$ cat src/rtl/bin_to_bcd_seq_pkg.sv
// Shared definitions for the sequential binary-to-BCD converter.
// Holds the FSM state encoding, default widths and the add-3 correction threshold.
package bin_to_bcd_seq_pkg;

    typedef enum logic [1:0] {
        StIdle = 2'd0,
        StConv = 2'd1,
        StDone = 2'd2
    } state_e;

    localparam int unsigned InWDefault    = 16;
    localparam int unsigned DigitsDefault = 5;

    // A digit at or above this value is corrected by +3 before the shift.
    localparam int unsigned Add3Thresh = 5;

endpackage

$ cat src/rtl/bin_to_bcd_seq_bcd_add3.sv
// Double-dabble digit correction: passes a BCD digit through, adding 3 when it is >= 5.
// Ports:
//   digit_i  4-bit BCD scratch digit (0..9 in normal operation)
//   digit_o  corrected digit; never overflows 4 bits for inputs 0..9
module bcd_add3
    import bin_to_bcd_seq_pkg::*;
(
    input  logic [3:0] digit_i,
    output logic [3:0] digit_o
);

    always_comb begin
        digit_o = digit_i;
        if (digit_i >= 4'(Add3Thresh)) begin
            digit_o = digit_i + 4'd3;
        end
    end

endmodule

$ cat src/rtl/bin_to_bcd_seq.sv
// Sequential binary-to-BCD converter (shift-and-add-3), one input bit per clock.
// A start accepted in idle captures bin_i; IN_W iterations later the result is loaded
// into bcd_o with a one-cycle done_o pulse. bcd_o/ovf4_o hold between conversions.
// Ports:
//   clk_i    system clock, rising edge
//   rst_i    asynchronous active-high reset
//   start_i  conversion request, sampled only while idle
//   bin_i    unsigned binary input, captured on the accepting edge
//   busy_o   high whenever the converter is not idle
//   done_o   one-cycle pulse when a new result is loaded
//   bcd_o    packed BCD result, digit 0 (units) in bits [3:0]
//   ovf4_o   result exceeds 9999 (any digit at index >= 4 nonzero)
module bin_to_bcd_seq
    import bin_to_bcd_seq_pkg::*;
#(
    parameter int unsigned IN_W   = InWDefault,
    parameter int unsigned DIGITS = DigitsDefault
) (
    input  logic                  clk_i,
    input  logic                  rst_i,
    input  logic                  start_i,
    input  logic [IN_W-1:0]       bin_i,
    output logic                  busy_o,
    output logic                  done_o,
    output logic [4*DIGITS-1:0]   bcd_o,
    output logic                  ovf4_o
);

    localparam int unsigned CntW = (IN_W > 1) ? $clog2(IN_W) : 1;
    localparam int unsigned SW   = 4 * DIGITS;

    state_e          state_q, state_d;
    logic [CntW-1:0] count_q, count_d;
    logic [IN_W-1:0] shift_q, shift_d;
    logic [SW-1:0]   scratch_q, scratch_d;
    logic [SW-1:0]   scratch_adj;
    logic [SW-1:0]   bcd_q, bcd_d;
    logic            ovf4_q, ovf4_d;
    logic            done_q, done_d;
    logic            ovf4_calc;

    for (genvar g = 0; g < DIGITS; g++) begin : g_add3
        bcd_add3 u_add3 (
            .digit_i (scratch_q[4*g +: 4]),
            .digit_o (scratch_adj[4*g +: 4])
        );
    end

    if (DIGITS > 4) begin : g_ovf
        assign ovf4_calc = |scratch_q[SW-1:16];
    end else begin : g_no_ovf
        assign ovf4_calc = 1'b0;
    end

    always_comb begin
        state_d   = state_q;
        count_d   = count_q;
        shift_d   = shift_q;
        scratch_d = scratch_q;
        bcd_d     = bcd_q;
        ovf4_d    = ovf4_q;
        done_d    = 1'b0;
        unique case (state_q)
            StIdle: begin
                if (start_i) begin
                    shift_d   = bin_i;
                    scratch_d = '0;
                    count_d   = '0;
                    state_d   = StConv;
                end
            end
            StConv: begin
                // Correct first, then shift the MSB of the binary into the BCD scratch.
                {scratch_d, shift_d} = {scratch_adj, shift_q} << 1;
                count_d = count_q + CntW'(1);
                if (count_q == CntW'(IN_W - 1)) begin
                    state_d = StDone;
                end
            end
            StDone: begin
                bcd_d   = scratch_q;
                ovf4_d  = ovf4_calc;
                done_d  = 1'b1;
                state_d = StIdle;
            end
            default: begin
                state_d = StIdle;
            end
        endcase
    end

    always_ff @(posedge clk_i or posedge rst_i) begin
        if (rst_i) begin
            state_q   <= StIdle;
            count_q   <= '0;
            shift_q   <= '0;
            scratch_q <= '0;
            bcd_q     <= '0;
            ovf4_q    <= 1'b0;
            done_q    <= 1'b0;
        end else begin
            state_q   <= state_d;
            count_q   <= count_d;
            shift_q   <= shift_d;
            scratch_q <= scratch_d;
            bcd_q     <= bcd_d;
            ovf4_q    <= ovf4_d;
            done_q    <= done_d;
        end
    end

    assign busy_o = (state_q != StIdle);
    assign done_o = done_q;
    assign bcd_o  = bcd_q;
    assign ovf4_o = ovf4_q;

endmodule

$ cat config.mk
export PLATFORM = sky130hd
export DESIGN_NAME = bin_to_bcd_seq
export DESIGN_NICKNAME = d
export VERILOG_FILES = /design/src/rtl/bin_to_bcd_seq_pkg.sv /design/src/rtl/bin_to_bcd_seq_bcd_add3.sv /design/src/rtl/bin_to_bcd_seq.sv
export SDC_FILE = /design/constraint.sdc
export NUM_CORES = 1
export LEC_CHECK = 0
export ABC_CLOCK_PERIOD_IN_PS = 2200
export CAP_MARGIN = 20
export CORE_UTILIZATION = 40
export DETAILED_ROUTE_END_ITERATION = 8
export GPL_ROUTABILITY_DRIVEN = 1
export PLACE_DENSITY = 0.59
export SYNTH_ARGS = -nofsm -noshare
export SYNTH_HDL_FRONTEND = slang
export SYNTH_SLANG_ARGS = --single-unit
$ cat constraint.sdc
create_clock -name clk_i -period 2.2 [get_ports clk_i]
set_input_delay 0.44 -clock clk_i [delete_from_list [all_inputs] [get_ports clk_i]]
set_output_delay 0.44 -clock clk_i [all_outputs]
set_load 0.01 [all_outputs]
Word-level counts from Yosys, hierarchy flattened. Index checks and enable logic that the tools add are counted. Widths: inputs -> output; s select.

Logic and storage cells: 44. Register bits after elaboration: 64. Output and inout port bits: 23. Input port bits: 19.

Equal/unequal tests: 5. Mux-type cells: 15. Reduce and logical (&&, ||, !) cells: 6. Add/subtract/negate cells: 6. Magnitude comparators: 5.

Operator list (count): $pmux 20 s2 (1); $pmux 16 s2 (1); $ge 4x3->1 const B (5); $mux 20 (1); $mux 4 (5); $add 4x2->4 const B (4); $mux 16 (1); $pmux 4 s2 (1); $add 4x1->4 const B (1); $eq 4x4->1 const B (1); $mux 2 (2); $ne 2x2->1 const B (2); $pmux 2 s2 (1); $reduce_and 2->1 (2); $reduce_bool 2->1 (2); $reduce_or 4->1 (1); $add 3x2->3 const B (1); $mux 3 (1); $eq 2x1->1 const B (1); $eq 2x2->1 const B (1); $logic_not 2->1 (1); $mux 1 (1).

Longest topological paths before layout.
Word-level depth: 3. Gate-level depth with buffers: 6. Gate-level depth less buffers: 6.

Hierarchy. A second synthesis with hierarchy kept.

Cells, all modules: 288. Area total of the unflattened synthesis: 3234.4 um2.

By module, submodules not included: bin_to_bcd_seq (instances 1, area each 2727.6 um2, cells each 208); bcd_add3 (instances 5, area each 101.3 um2, cells each 16).

Least setup slack after synthesis. No wires, ideal clock.

Path type: flip-flop to output port. Start: register state_q[1]. End: output busy_o. Arrival: 1.066 ns. Cell stages (with the launch flop): 4. Data required time: 1.760 ns. Setup slack: 0.694 ns. Path buffers: 2. Cell sequence: dfrtp_1 buf_2 clkbuf_1 or2_2.

Longest elaborated chain between the ends: 1.

Ends and longest elaborated chain: start, declared (line bin_to_bcd_seq.sv:32) `state_e state_q, state_d;`; start signal, assigned (line bin_to_bcd_seq.sv:94) `state_q <= StIdle;`; start signal, assigned (line bin_to_bcd_seq.sv:102) `state_q <= state_d;`; $reduce_bool 2->1 (line bin_to_bcd_seq.sv:112) `assign busy_o = (state_q != StIdle);`; end, declared (line bin_to_bcd_seq.sv:23) `output logic busy_o,`.

No other way between the ends.

Final worst setup path. Ends and elaborated chain as after synthesis.

==> reports/qor.yml <==
critical_path_class: "register to output pin"
setup_viol: 0
relSlewSlack_pct: 49.36
grt.overflow.total: 0
status: "completed"
ys_types: 33
wirelength_mm: 5.901
diodes: 0
crit_buf_inv: 1
drtPass1Iterations: 4
place.port_buffers: 41
clk_pin_slew_ns: 0.07
drv_slew: 0
drt_first_iter_violations: 107
netlist_area_mm2: 0.003059
rsz0062_at_grt: "false"
hold_viol_final: 0
cts-resized-gates: 0
grt_pass1_vias: 2100
initial_utilization_pct: 41.73
crit_arrival_ns: 1.63
chipHeight_um: 89.45
pre_cts_ws_ns: 0.3229
skew_ns: 0.004378
tightest_slew_ns: 0.7596
wl_per_cell_um: 14.02
yosysWarningCount: 0
rows: 31
fin_util_pct: 52.01
drc: 0
final_common_cell: "dfrtp_1"
cts_tree: "built"
worst_slack_ns: 0.1328
synthArstFlopShare_pct: 100.0
max_cap_viol_count: 0
post_cts.repair.setup_buffers: 0
layout-drive-gt1-share_pct: 10.87
cts_sinks: 64
r2r-start: "state_q[1]"
final.fill_count: 673
cts.path.max_buffers: 2
hold_class: "primary input to asynchronous set/reset pin"
synthCells: 269
ys_ff_latch: 64
power_density_mw_per_mm2: 1347
synthFlopType: "dfrtp_1"
grt.total_usage_pct: 17.23
startpoint: "state_q[1]"
most-common-layout-cells: "64 x dfrtp_1, 41 x clkdlybuf4s50_1, 24 x a21oi_1"
fin_hold_ws_ns: 0.4819
clockRootBuffer: "clkbuf_8"
fin_setup_tns_ns: 0
io_pins: 42
cp_max_fo: 10
grt_max_degree: 65
synth_edf_count: 0
crit_chain: "or2_2, clkdlybuf4s50_1"
grt_pass1_wl_mm: 10.27
multiInputGateArea_mm2: 0.001314
clkLatencyLatePin_ns: 0.33
slowest_stage: "dfrtp_1"
syn2layout_area_growth_pct: 24.62
fmax_mhz: 483.8
cp.required_ns: 1.76
worst_path_dominant_cell_family: "flip-flops"
postCtsHoldBufs: 0
core-area_mm2: 0.007331
htree_levels: 3
die_x_um: 89.45
slowest_delay_ns: 0.48
nets: 348
place.gp.congestion: 0.7547
ant_nets: 0
leakage_nw: 1.721
period_share_pct: 93.96
period_minus_slack_ns: 2.067
via_per_inst: 5.202
critPathLaunchType: "register"
fp.dieArea_mm2: 0.008001
synth.avg_cell_area_um2: 11.37
vias: 2190
synth_nets: 300
seq_area_frac_synth_pct: 52.35
endpoint_kind: "output pin"
antenna_found_initial: 0
place_hpwl_mm: 3.922
regArea_mm2: 0.001602
numCtsBuffers: 9
ir_drop_mv: 0.4244
state kept, by name, summed over array words and instances, names as in the netlist:
signal,cells
bcd_o,20
scratch_q,20
shift_q,16
count_q,4
state_q,2
done_o,1
ovf4_o,1
cells in the mapped netlist, types with 2 or more instances:
| master | number | area (µm²) |
|---|---|---|
| nor2_2 | 2 | 12.51 |
| nand2_1 | 4 | 15.01 |
| inv_1 | 11 | 41.29 |
| nand3_1 | 2 | 10.01 |
| nand2b_1 | 6 | 37.54 |
| a22oi_1 | 15 | 112.6 |
| a32o_1 | 5 | 50.05 |
| buf_2 | 9 | 45.04 |
| buf_6 | 3 | 33.78 |
| buf_4 | 2 | 15.01 |
| nor3b_1 | 3 | 22.52 |
| nor2_1 | 3 | 11.26 |
| o31ai_1 | 5 | 37.54 |
| o21ai_1 | 13 | 65.06 |
| o22ai_1 | 7 | 43.79 |
| xnor2_1 | 5 | 43.79 |
| o21ai_0 | 11 | 55.05 |
| mux2_1 | 17 | 191.4 |
| ha_1 | 12 | 150.1 |
| mux2_2 | 3 | 33.78 |
| mux2i_1 | 5 | 50.05 |
| xor2_1 | 2 | 17.52 |
| dfrtp_1 | 64 | 1602 |
| a22o_1 | 7 | 61.31 |
| o32ai_1 | 2 | 17.52 |
| nor2b_1 | 19 | 118.9 |
| clkbuf_1 | 3 | 11.26 |
| a21oi_1 | 24 | 120.1 |
cell families (layout without fill, tap and decap cells):
family	count (synthesis)	after routing	synth area share (%)
compound gates	91	91	18.94
fa+ha+maj	12	12	4.908
flops	64	64	52.35
mux	25	25	8.998
xor+xnor	7	7	2.004
buf+inv	28	81	4.785
simple gates	42	42	8.016
path summary, 6_finish.rpt:
check	endpoint	slack, ns	cells after the start
max	busy_o	0.13	2
min in group clk_i	bcd_o[4]	0.49	1
max in group asynchronous	bcd_o[3]	1.43	3
min reg2reg	bcd_o[4]	0.49	1
min	bcd_o[12]	0.48	3
max reg2reg	bcd_o[6]	0.55	3
area by class of cell:
type	instances	area share [%]
flip-flops and latches	64	42.01
multi-input cells	177	34.46
repair buffers	54	13.98
clock buffers	13	4.168
well taps	99	3.249
inverters	11	1.083
clock inverters	3	1.050
metal layers:
layer	part of all wire, %	wire length [µm]	vias up	track usage, %
met5	0	0	-	0
met4	1.4	83	0	6.926
met3	2.8	167	7	4.524
met2	45	2630	36	24.64
met1	51	3019	1081	24.79
li1	-	-	1066	-
metrics by stage:
step | power [W] | cell area [µm²] | cells
after detailed placement | 0.004145 | 3613 | 405
after floorplan | 0.003477 | 3059 | 269
after CTS | 0.005197 | 3812 | 421
after global routing | 0.005594 | 3812 | 421
final | 0.005136 | 3812 | 421
after global placement | 0.004084 | 3613 | 405
where the power goes:
part           internal [W]  total, W  switching [W]
Clock              0.000583   0.00102       0.000433
Combinational       0.00110   0.00213        0.00103
Sequential          0.00163   0.00199       0.000360
tightest hold or removal path: stages:
cell,delay (ns)
clkdlybuf4s50_1,0.41
inv_2,0.07
buf_12,0.29
(Power assumes the default switching activity.)
